<file path="src/rtl/smvm_pkg.sv">
`default_nettype none
// smvm_pkg: shared state encoding, saturation limits and FIFO entry width for the SMVM result collector.
package smvm_pkg;

  typedef enum logic [1:0] {
    IDLE    = 2'd0,
    COLLECT = 2'd1,
    DRAIN   = 2'd2
  } state_t;

  // Saturation window is the signed 20-bit range.
  localparam int SAT_MAX = 524287;
  localparam int SAT_MIN = -524288;

  localparam int ROW_W      = 8;
  localparam int DEFAULT_HW = 14;
  localparam int ENTRY_W    = ROW_W + 1 + 2 * DEFAULT_HW;

  // Entry layout: {row, last, data}.
  function automatic int entry_w(input int hw);
    return ROW_W + 1 + 2 * hw;
  endfunction

endpackage
`default_nettype wire

</file>
<file path="src/rtl/smvm_collect_fifo.sv">
`default_nettype none
// smvm_collect_fifo: first-word-fall-through result FIFO with occupancy count.
// A push into a full FIFO succeeds only when a pop happens in the same cycle.
module smvm_collect_fifo #(
  parameter int DEPTH = 8,
  parameter int WIDTH = 37
) (
  input  logic                     clk,
  input  logic                     rst_n,
  input  logic                     push,
  input  logic [WIDTH-1:0]         push_data,
  input  logic                     pop,
  output logic [WIDTH-1:0]         head_data,
  output logic [$clog2(DEPTH):0]   count
);

  localparam int AW = $clog2(DEPTH);
  localparam int CW = AW + 1;

  logic [WIDTH-1:0] mem [DEPTH];
  logic [AW-1:0]    wr_ptr;
  logic [AW-1:0]    rd_ptr;
  logic             empty;
  logic             full;
  logic             do_push;
  logic             do_pop;

  assign empty   = (count == '0);
  assign full    = (count == CW'(DEPTH));
  assign do_pop  = pop && !empty;
  assign do_push = push && (!full || do_pop);

  always_ff @(posedge clk or negedge rst_n) begin
    if (!rst_n) begin
      wr_ptr <= '0;
      rd_ptr <= '0;
      count  <= '0;
    end else begin
      if (do_push) wr_ptr <= wr_ptr + 1'b1;
      if (do_pop)  rd_ptr <= rd_ptr + 1'b1;
      case ({do_push, do_pop})
        2'b10:   count <= count + 1'b1;
        2'b01:   count <= count - 1'b1;
        default: ;
      endcase
    end
  end

  always_ff @(posedge clk) begin
    if (do_push) mem[wr_ptr] <= push_data;
  end

  assign head_data = mem[rd_ptr];

endmodule
`default_nettype wire

</file>
<file path="src/rtl/smvm_result_collector.sv">
`default_nettype none
// smvm_result_collector: pairs SMVM half-words into row results and queues them for a consumer.
// Optional SMVM_COLLECT_SAT_EN clamps each result to the signed 20-bit range before queueing.
module smvm_result_collector
  import smvm_pkg::*;
#(
  parameter int DEPTH = 8,
  parameter int HW    = 14
) (
  input  logic            clk,
  input  logic            rst_n,
  input  logic            cfg_valid,
  input  logic [7:0]      cfg_rows,
  input  logic            in_valid,
  input  logic [HW-1:0]   in_data,
  output logic            out_valid,
  input  logic            out_ready,
  output logic [2*HW-1:0] out_data,
  output logic [7:0]      out_row,
  output logic            out_last,
  output logic            done,
  output logic            ovf_err
);

  localparam int DW = 2 * HW;
  localparam int EW = entry_w(HW);
  localparam int CW = $clog2(DEPTH) + 1;

  state_t          state;
  state_t          state_nxt;
  logic            hi_phase;
  logic [HW-1:0]   hi_reg;
  logic [7:0]      row_cnt;
  logic [7:0]      rows_cfg;
  logic            zero_done;
  logic            drain_done;

  logic            cfg_take;
  logic            word_take;
  logic            lo_take;
  logic            is_last;
  logic [DW-1:0]   assembled;
  logic [DW-1:0]   sat_data;
  logic [EW-1:0]   head;
  logic [CW-1:0]   fifo_count;
  logic            fifo_full;
  logic            pop;
  logic            drop;

  assign cfg_take  = (state == IDLE) && cfg_valid;
  assign word_take = (state == COLLECT) && in_valid;
  assign lo_take   = word_take && !hi_phase;
  assign is_last   = (row_cnt == rows_cfg - 8'd1);
  assign assembled = {hi_reg, in_data};

`ifdef SMVM_COLLECT_SAT_EN
  localparam logic signed [DW-1:0] SAT_HI = DW'(SAT_MAX);
  localparam logic signed [DW-1:0] SAT_LO = DW'(SAT_MIN);

  always_comb begin
    sat_data = assembled;
    if ($signed(assembled) > SAT_HI)      sat_data = SAT_HI;
    else if ($signed(assembled) < SAT_LO) sat_data = SAT_LO;
  end
`else
  assign sat_data = assembled;
`endif

  assign out_valid = (fifo_count != '0);
  assign fifo_full = (fifo_count == CW'(DEPTH));
  assign pop       = out_valid && out_ready;
  // A full FIFO still takes the push when the consumer frees the head in the same cycle.
  assign drop      = lo_take && fifo_full && !pop;

  smvm_collect_fifo #(
    .DEPTH (DEPTH),
    .WIDTH (EW)
  ) u_fifo (
    .clk       (clk),
    .rst_n     (rst_n),
    .push      (lo_take),
    .push_data ({row_cnt, is_last, sat_data}),
    .pop       (pop),
    .head_data (head),
    .count     (fifo_count)
  );

  assign out_data = out_valid ? head[DW-1:0]  : '0;
  assign out_last = out_valid ? head[DW]      : 1'b0;
  assign out_row  = out_valid ? head[EW-1 -: 8] : 8'd0;

  always_ff @(posedge clk or negedge rst_n) begin
    if (!rst_n) state <= IDLE;
    else        state <= state_nxt;
  end

  always_comb begin
    state_nxt  = state;
    drain_done = 1'b0;
    case (state)
      IDLE:    if (cfg_valid && cfg_rows != 8'd0) state_nxt = COLLECT;
      COLLECT: if (lo_take && is_last) state_nxt = DRAIN;
      DRAIN: begin
        if (!out_valid) begin
          state_nxt  = IDLE;
          drain_done = 1'b1;
        end
      end
      default: state_nxt = IDLE;
    endcase
  end

  assign done = drain_done || zero_done;

  always_ff @(posedge clk or negedge rst_n) begin
    if (!rst_n) begin
      hi_phase  <= 1'b1;
      hi_reg    <= '0;
      row_cnt   <= 8'd0;
      rows_cfg  <= 8'd0;
      ovf_err   <= 1'b0;
      zero_done <= 1'b0;
    end else begin
      zero_done <= cfg_take && (cfg_rows == 8'd0);
      if (cfg_take) begin
        rows_cfg <= cfg_rows;
        row_cnt  <= 8'd0;
        ovf_err  <= 1'b0;
      end
      if (word_take) begin
        hi_phase <= !hi_phase;
        if (hi_phase) hi_reg <= in_data;
      end
      // Dropped results still consume a row index.
      if (lo_take) row_cnt <= row_cnt + 8'd1;
      if (drop)    ovf_err <= 1'b1;
    end
  end

endmodule
`default_nettype wire

</file>
<file path="config.mk">
export PLATFORM = sky130hd
export DESIGN_NAME = smvm_result_collector
export DESIGN_NICKNAME = d
export VERILOG_FILES = /design/src/rtl/smvm_pkg.sv /design/src/rtl/smvm_collect_fifo.sv /design/src/rtl/smvm_result_collector.sv
export SDC_FILE = /design/constraint.sdc
export NUM_CORES = 1
export LEC_CHECK = 0
export ABC_AREA = 1
export BUFFER_PORTS_ARGS = -buffer_cell sky130_fd_sc_hd__clkbuf_2
export CORE_MARGIN = 2
export CORE_UTILIZATION = 60
export CTS_BUF_LIST = sky130_fd_sc_hd__clkbuf_2 sky130_fd_sc_hd__clkbuf_4 sky130_fd_sc_hd__clkbuf_8
export DETAILED_ROUTE_END_ITERATION = 16
export GPL_TIMING_DRIVEN = 0
export PLACE_DENSITY = 0.84
export SYNTH_ARGS = -nofsm -noshare
export SYNTH_HDL_FRONTEND = slang
export SYNTH_SLANG_ARGS = --single-unit
</file>
<file path="constraint.sdc">
create_clock -name clk -period 4.9 [get_ports clk]
set_input_delay 1.47 -clock clk [delete_from_list [all_inputs] [get_ports clk]]
set_output_delay 1.47 -clock clk [all_outputs]
set_load 0.1 [all_outputs]
</file>
==> run_results.csv <==
group,metric,value,unit
setup_path,rr_worst_depth,9,
global_routing,grt_pass1_wl,50200,microns
sta,period_minus_slack,4450,ps
route,wl_per_cell,21.1,microns
global_routing,gr-usage-all-layers,27.4,%
floorplan,die_h,155,microns
route,dr_wl_met3,3240,microns
setup_path,reg2reg_to,"u_fifo.mem[7][20]",
sta,hold_violations,0,
final_layout,final_common_cell,"edfxtp_1",
yosys,synth_edf_count,296,
yosys,ys_ff_latch,341,
placement,dpl.cell_count,1465,
clock_tree,cts_tree,"built",
setup_path,end_kind,"output port",
route,drt-met1-wl,12200,microns
run,max_cap_violations,0,
floorplan,start_util,60.8,%
final_layout,final_cells,1560,
yosys,synth_area_leaders,"edfxtp_1, dfrtp_1, nor2_1",
setup_path,cp_max_fo,10,
final_layout,design_area,0.0158,sq mm
setup_path,crit_required,3430,ps
final_layout,utilization,70.0,%
setup_path,cpLargestDelayFamily,"buffers and inverters",
floorplan,die_area,0.0241,sq mm
setup_path,reg2reg_slack,2270,ps
floorplan,die_w,155,microns
clock_tree,numCtsBuffers,51,
placement,place_area,0.0148,sq mm
clock_tree,path_clk_slew,60,ps
global_routing,grt_max_degree,46,
sta,rsz0062_at_grt,"false",
floorplan,design.core.area,0.0226,sq mm
yosys,synth_async_sr_flop_share,13.2,%
hold_path,whs_path_depth,2,
route,first_pass_iters,5,
final_layout,nets,1268,
yosys,synth_largest_area_cell,"edfxtp_1",
yosys,synthFlopType,"edfxtp_1",
clock_tree,clkSinkCount,341,
hold_path,hold_path_end,"hi_phase",
setup_path,cp.arrival,2980,ps
yosys,syn_area,0.0137,sq mm
run_status,status,"finished clean",
final_layout,drive_gt1_share,18.2,%
floorplan,ios,67,
yosys,syn_nets,1133,
clock_tree,post_cts_buffers,0,
final_layout,antenna_cells,0,
yosys,syn_avg_cell_area,12.5,sq um
route,maxUsedRoutingLayer,"met5",
clock_tree,cts_max_level,2,
hold_path,min-delay-start,"hi_phase",
yosys,synth-seq-area-share,72.9,%
route,wl_met2,16400,microns
clock_tree,insertion_delay,580,ps
sta,timing.final.crit_share,90.9,%
hold_path,hp-class,"reg -> reg",
route,ant_nets,0,
route,via_per_inst,6.08,
yosys,synth_top_area_share,64.7,%
global_routing,grt_pass1_vias,9376,
placement,gp_congestion,0.825,
sta,relSlewSlack,22.1,%
placement,dpl.hpwl,21300,microns
setup_path,slowest_delay,540,ps
floorplan,row_count,55,
clock_tree,cts_resized,0,
yosys,yosys.cell_types.count,39,
sta,worstMarginPinSlew,1170,ps
setup_path,worstSetupPathType,"reg -> out",
setup_path,path_buf_inv,4,
sta,slew_violations,0,
final_layout,final_cell_mix,"edfxtp_1, nor2_1, o21ai_0, nand2_1, clkbuf_2",
global_routing,antenna_found_initial,1,
setup_path,crit_chain,"inv_2 > buf_6 > clkbuf_1 > o21ai_0 > a31oi_1 > clkbuf_2",
setup_path,r2r_start,"state[1]",
sta,setup-violations-final,0,
final_layout,largest_reg_flops,296,
clock_tree,root_buffer,"clkbuf_8",
placement,port_buffers,66,
clock_tree,clock_path_buffers,3,
final_layout,syn_to_final_growth,15.0,%
route,drcViolationCount,0,
clock_tree,cts_hold_buf,0,
route,drt_iter0_markers,1125,
yosys,syn_inst,1098,
global_routing,overflow,0,
route,wl,33000,microns
sta,timing.fmax,0.225,GHz
setup_path,start_kind,"flip-flop",
setup_path,cp.depth,6,
yosys,synth_warnings,0,
sta,skew,21.7,ps
route,vias,9480,
setup_path,slowest_stage,"clkbuf_2",
[layout make-up]
class                           instances  area [sq um]
Multi-Input combinational cell        665          3360
Fill cell                            1476          6780
Clock inverter                         19           119
Sequential cell                       341         10000
Clock buffer                           76           915
Tap cell                              285           357
Inverter                               29           110
Buffer                                 63           303
Timing Repair Buffer                   82           621
[layer usage]
metal	vias up	track usage, %
met1	4545	35.7
li1	4258	-
met2	579	46.7
met3	96	4.62
met4	2	10.6
met5	-	0
[metrics by stage]
stage               hold WS (ps)  setup TNS (ps)  worst slack, ps
floorplan                    456           -5010            -67.8
global placement             463         -254240            -2300
detailed placement           480               0             1080
CTS                          491               0              458
global route                 510               0              424
finish                       494               0              448
[tightest hold or removal path: stages (launching register included)]
cell	delay, ps
dfstp_2	380
nand2_1	70
nand2_1	40
[synth_stat cells, types with 15 or more instances]
library cell / count
o21ai_0: 182
nand3_1: 15
a31oi_1: 38
o22ai_1: 38
inv_1: 24
clkbuf_1: 29
buf_2: 25
nor2_1: 248
edfxtp_1: 296
o21ai_1: 18
dfrtp_1: 44
nand2_1: 68
[cells by family after synthesis]
logic type / share of synthesized area [%]
mux: 1.23
flops: 72.9
xor+xnor: 0.893
fa+ha+maj: 0.784
simple gates: 10.1
compound gates: 11.1
buf+inv: 3.01
[worst max-delay path by stage]
stage | end | slack (ps) | startpoint
global route | out_row[7] | 420 | u_fifo.rd_ptr[0]
global placement | u_fifo.mem[1][18] | -2300 | in_valid
finish | out_row[6] | 450 | u_fifo.rd_ptr[0]
detailed placement | out_row[7] | 1080 | u_fifo.rd_ptr[0]
CTS | out_row[7] | 460 | u_fifo.rd_ptr[0]
floorplan | u_fifo.mem[7][0] | -70 | in_valid
Power is left out: the tool's default activity adds up to more than one toggle a clock period on the data nets, which glitch-free logic cannot reach.
